### src/rtl/fib_responder.sv
// Iterative Fibonacci responder: fib(n) for signed n, with negative n clamped to 0 and silent wrap on overflow.
// Latency: n+1 clocks from the sampling edge to fib_valid for n>=0, and 1 clock for n<=0.
// Backpressure: the result is held in DONE until fib_accept; fib_ready is ignored outside IDLE.
module fib_responder #(
    parameter int DATA_W = 32
) (
    input  logic              clk,
    input  logic              rst,
    input  logic              fib_ready,
    input  logic [DATA_W-1:0] fib_in_n,
    output logic              fib_valid,
    input  logic              fib_accept,
    output logic [DATA_W-1:0] fib_out_0
);

    typedef enum logic [1:0] {
        IDLE,
        CALC,
        DONE
    } state_t;

    state_t            state;
    state_t            state_nxt;
    logic [DATA_W-1:0] n_q;
    logic [DATA_W-1:0] a_q;
    logic [DATA_W-1:0] b_q;
    logic [DATA_W-1:0] i_q;
    logic              calc_done;

    // Signed compare clamps every n<=0 to a single pass through CALC.
    assign calc_done = $signed(i_q) >= $signed(n_q);
    assign fib_valid = (state == DONE);

    always_ff @(posedge clk or negedge rst) begin
        if (!rst) begin
            state <= IDLE;
        end else begin
            state <= state_nxt;
        end
    end

    always_comb begin
        state_nxt = state;
        case (state)
            IDLE:    if (fib_ready)  state_nxt = CALC;
            CALC:    if (calc_done)  state_nxt = DONE;
            DONE:    if (fib_accept) state_nxt = IDLE;
            default: state_nxt = IDLE;
        endcase
    end

    always_ff @(posedge clk or negedge rst) begin
        if (!rst) begin
            n_q       <= '0;
            a_q       <= '0;
            b_q       <= '0;
            i_q       <= '0;
            fib_out_0 <= '0;
        end else begin
            case (state)
                IDLE: begin
                    if (fib_ready) begin
                        n_q <= fib_in_n;
                        a_q <= '0;
                        b_q <= {{(DATA_W-1){1'b0}}, 1'b1};
                        i_q <= '0;
                    end
                end
                CALC: begin
                    if (calc_done) begin
                        fib_out_0 <= a_q;
                    end else begin
                        a_q <= b_q;
                        b_q <= a_q + b_q;
                        i_q <= i_q + {{(DATA_W-1){1'b0}}, 1'b1};
                    end
                end
                default: begin
                end
            endcase
        end
    end

endmodule

### config.mk
export PLATFORM = sky130hd
export DESIGN_NAME = fib_responder
export DESIGN_NICKNAME = d
export VERILOG_FILES = /design/src/rtl/fib_responder.sv
export SDC_FILE = /design/constraint.sdc
export NUM_CORES = 1
export LEC_CHECK = 0
export ABC_AREA = 1
export CAP_MARGIN = 20
export CORE_UTILIZATION = 60
export CTS_CLUSTER_DIAMETER = 50
export CTS_CLUSTER_SIZE = 40
export DETAILED_ROUTE_END_ITERATION = 8
export GPL_ROUTABILITY_DRIVEN = 0
export PLACE_DENSITY = 0.9
export SYNTH_ARGS = -nofsm -noshare
export SYNTH_HDL_FRONTEND = slang
export SYNTH_SLANG_ARGS = --single-unit
### constraint.sdc
create_clock -name clk -period 4.5 [get_ports clk]
set_input_delay 0.9 -clock clk [delete_from_list [all_inputs] [get_ports clk]]
set_output_delay 0.9 -clock clk [all_outputs]
set_load 0.05 [all_outputs]
Word level (Yosys, flattened, before mapping)

Index checks and enable logic that the tools add are counted.

Add/sub/neg operators: 2
$lt $le $gt $ge: 1
Eq/ne operators: 6
Mux-type cells: 12
Reductions and logical operators: 6

Operators with widths:

| operator                                                              | count |
|---|---|
| 32-bit case mux with 2 select lines                                   | 3 |
| 32-bit 2-to-1 mux                                                     | 5 |
| 32-bit by 1-bit adder with 32-bit output, second input constant       | 1 |
| 32-bit adder                                                          | 1 |
| 32-bit greater-or-equal comparator                                    | 1 |
| 2-bit 2-to-1 mux                                                      | 3 |
| 2-bit != test, second input constant                                  | 3 |
| 2-bit case mux with 3 select lines                                    | 1 |
| 3-bit AND reduction                                                   | 2 |
| 2-bit AND reduction                                                   | 2 |
| 2-bit by 1-bit equality test with 1-bit output, second input constant | 1 |
| 2-bit equality test, second input constant                            | 1 |
| 2-bit zero test                                                       | 1 |
| 2-bit by 1-bit != test with 1-bit output, second input constant       | 1 |
| 2-bit nonzero test                                                    | 1 |

Flip-flop bits (word level): 162
Bits of input ports: 36
Output and inout port bits: 33

Longest topological paths before layout

Depth after elaboration: 3
Mapped depth: 20
Gate-level depth less buffers: 18

Worst setup path after synthesis

Ideal clock, no wire load.

Path kind: register -> register
Start point: reg i_q[19]
End point: reg a_q[0]
Library setup time: 0.118 ns
Arrival: 1.951 ns
Path slack: 2.431 ns
Cell stages (with the launch flop): 14
Path buffers: 2
Period minus slack after synthesis: 2.069 ns
Path through: dfrtp_1 ha_1 a21oi_1 nand2_1 nand2_1 nand2_1 a21oi_1 nand2_1 nand2_1 nand4_4 buf_4 buf_4 nand3_1 nand2_1

Word-level cells in the longest chain between the ends: 3

RTL lines:

| element                              | RTL line | source |
|---|---|---|
| start: declaration                   | 27       | `logic [DATA_W-1:0] i_q;` |
| start signal: assignment             | 75       | `i_q <= i_q + {{(DATA_W-1){1'b0}}, 1'b1};` |
| 32-bit greater-or-equal comparator   | 31       | `assign calc_done = $signed(i_q) >= $signed(n_q);` |
| 2-bit != test (no source line)       | --       |  |
| 3-bit AND reduction (no source line) | --       |  |
| end signal: assignment               | 73       | `a_q <= b_q;` |
| end: declaration                     | 25       | `logic [DATA_W-1:0] a_q;` |

No other way between the ends.
A chain may end at the register's enable or synchronous reset.

Final worst setup path

Start point: reg i_q[31]
End point: reg i_q[21]

Word-level cells in the longest chain between the ends: 3

RTL lines:

| element                              | RTL line |
|---|---|
| 32-bit greater-or-equal comparator   | 31 |
| 2-bit != test (no source line)       | -- |
| 3-bit AND reduction (no source line) | -- |

No other way between the ends.

==> summary.md <==
| Metric | Value |
|---|---|
| Status | `completed` |
| Num Clock Sinks | `162` |
| DRT Wirelength | `26600 um` |
| Post-CTS Setup Inserts | `0` |
| Max Fclk | `0.298 GHz` |
| Cell Int Power | `2.86 mW` |
| Slowest stage cell, crit path | `buf_4` |
| Syn Area/Cell | `7.14 um2` |
| Ys async rst share | `1.00` |
| Ys Warns | `0` |
| # port buffers | `68` |
| Synthesis-to-layout area growth | `13.8%` |
| Final WS setup | `1.14 ns` |
| Die Ht | `133 um` |
| NetSw | `1.78 mW` |
| Largest stage delay, worst path | `0.64 ns` |
| Commonest register cell after synthesis | `dfrtp_1` |
| Core area | `0.0166 mm2` |
| Critical path class | `reg -> reg` |
| Routed len/inst | `15.6 um` |
| VDD IR max | `0.000501 V` |
| Setup crit end kind | `flop` |
| Critical Path AT | `3.73 ns` |
| Dpl ws | `1.18 ns` |
| Clock latency on the worst-skew pair | `0.45 ns` |
| Row cnt | `47` |
| Aggregate negative setup slack | `0 ns` |
| Most area-consuming cells after synthesis | `dfrtp_1 (40%), nand2_1 (16%), nand3_1 (10%), ha_1 (7.8%), nor2_1 (5.2%)` |
| CP startpoint kind | `flop` |
| Flop pwr share | `0.370` |
| Number of buffers created by CTS | `17` |
| Crit Path Max Fanout | `58` |
| Clock Power Share | `0.329` |
| Routed Antenna Nets | `0` |
| Reg clk slew, reported paths | `0.07 ns` |
| I/O pin cnt | `69` |
| Distinct cells, synth | `35` |
| Minimum clock period | `3.36 ns` |
| Layout fillers | `1323` |
| Max-slew headroom | `0.313` |
| HP Class | `reg -> reg` |
| Mapped Nets | `1534` |
| RSZ-0062 raised after global routing | `false` |
| CTS tree | `built` |
| First-pass GRT wire length | `44600 um` |
| 1st-pass router iterations | `6` |
| Grt total ovfl | `0` |
| Clk Tree Root Cell | `clkbuf_16` |
| Mapped cell area | `0.0102 mm2` |
| Final hold vios | `0` |
| Share of the synthesized area in the top cell type | `0.396` |
| Count leader, synth | `nand2_1` |
| Final nets | `1576` |
| Synth Register Bits | `162` |
| PD cells | `399 mW/mm2` |
| Total number of vias | `9833` |
| Die Area | `0.0176 mm2` |
| Max-cap violations | `0` |
| Worst path cell trace | `ha_1 > nand2_1 > nor2_1 > nand2_1 > nor4_2 > nand2_1 > nand3_2 > nand3_2 > nand2_2 > buf_4 > nand3_1 > nand2_1` |
| Residual DRC | `0` |
| Synth Instances | `1433` |
| Register Area | `0.00405 mm2` |
| Post-CTS sizing | `0` |
| Chip Width | `133 um` |
| CP most frequent cell | `nand2_1` |
| Drt via density | `5.76` |
| Multi-input logic area | `0.00539 mm2` |
| P_leak | `6.17 nW` |
| Combinational share of power | `0.301` |
| Share of layout cells above drive strength 1 | `0.0376` |
| Number of synthesized flops with an enable pin | `0` |
| Largest net degree at the start of global routing | `105` |
| Crit path required time | `4.87 ns` |
| Switch share | `0.384` |
| Initial Util | `0.615` |
| Slew Viols, Final | `0` |
| Hold buffers post-CTS | `0` |
| Actual slew at the worst max-slew pin | `1.03 ns` |
| H-Tree Depth | `4` |
| 1st-iter DRT viols | `1061` |
| # diodes | `0` |
| Largest area contributor in the netlist | `dfrtp_1` |
| Seq/Total Area, Yosys | `0.396` |
| Hpwl dp | `17900 um` |
| Critical path buffers and inverters | `1` |
| CTS max path bufs | `2` |
| Vias in the first global route | `9360` |
| GR Util All Layers | `0.314` |
| CP delay by family, top | `simple AND/OR/NAND/NOR gates` |
| # setup viols final | `0` |
| Synth cell count leaders | `nand2_1 (432), nand3_1 (205), dfrtp_1 (162), nor2_1 (143), inv_1 (141)` |
| Final Cycle Share | `0.747` |
| Clock Skew | `0.0122 ns` |
| Initial antenna violation count | `0` |
[state kept, by name, summed over array words and instances (netlist names)]
signal	cells
b_q	32
i_q	32
a_q	32
fib_out_0	32
n_q	32
state	2
[power by group through the flow]
stage               Sequential, mW  Combinational, mW  Clock (mW)
floorplan                     1.78              0.938           0
global placement              1.74               1.33           0
detailed placement            1.75               1.37           0
CTS                           1.72               1.39        1.53
global route                  1.74               1.54        1.59
finish                        1.72               1.40        1.53
[per-stage QoR]
step,hold slack (ns),total power [mW],cell area (um2),instances,utilization
after floorplan,0.474,2.71,10200,1433,-
after global placement,0.459,3.07,11000,1676,0.663
after detailed placement,0.462,3.12,11000,1676,0.663
after CTS,0.481,4.64,11600,1708,0.700
after global routing,0.488,4.87,11600,1708,0.700
final,0.474,4.65,11600,1708,0.700
[final timing paths]
kind                                from  slack [ns]       endpoint  cells past startpoint
max reg2reg                      i_q[31]        1.14        i_q[21]                     12
max                              i_q[31]        1.14        i_q[21]                     12
min reg2reg                fib_out_0[29]        0.47  fib_out_0[29]                      2
min                        fib_out_0[29]        0.47  fib_out_0[29]                      2
min in group asynchronous            rst        0.49        n_q[15]                      1
max in group asynchronous            rst        3.12        a_q[16]                      2
[final cells by class]
| cell class | count | share of cell area |
|---|---|---|
| clock inverters | 14 | 0.0154 |
| inverters | 142 | 0.0458 |
| repair buffers | 80 | 0.0674 |
| clock buffers | 18 | 0.0368 |
| well taps | 220 | 0.0236 |
| multi-input cells | 1072 | 0.463 |
| flip-flops and latches | 162 | 0.348 |
[layout by cell type (no fill, tap or decap), types with 17 or more instances in the layout]
cell | netlist | routed
a21oi_1 | 95 | 95
clkbuf_16 | 0 | 17
clkdlybuf4s50_1 | 0 | 67
dfrtp_1 | 162 | 162
ha_1 | 64 | 64
inv_1 | 141 | 141
nand2_1 | 432 | 432
nand3_1 | 205 | 204
nor2_1 | 143 | 142
nor3_1 | 25 | 25
o21ai_0 | 26 | 26
[logic make-up (layout without fill, tap and decap cells)]
kind of cell | count (synthesis) | after routing | synth area share
AOI/OAI and AO/OA | 143 | 143 | 0.0749
xor gates and xnor gates | 21 | 21 | 0.0180
adders and majority gates | 65 | 65 | 0.0802
buffers and inverters | 199 | 254 | 0.0786
DFF | 162 | 162 | 0.396
muxes | 1 | 1 | 0.00110
and+or+nand+nor | 842 | 842 | 0.351
[metal layers]
metal	share of wire	GRT usage
met1	0.43	0.409
met3	0.075	0.0548
met2	0.46	0.507
met4	0.035	0.158
met5	0	0
[worst min-delay path: stages, from the launching register on]
cell and delay [ns]:
dfrtp_1 0.34, nand2_1 0.06, nand2_1 0.05
(Power assumes the default switching activity.)
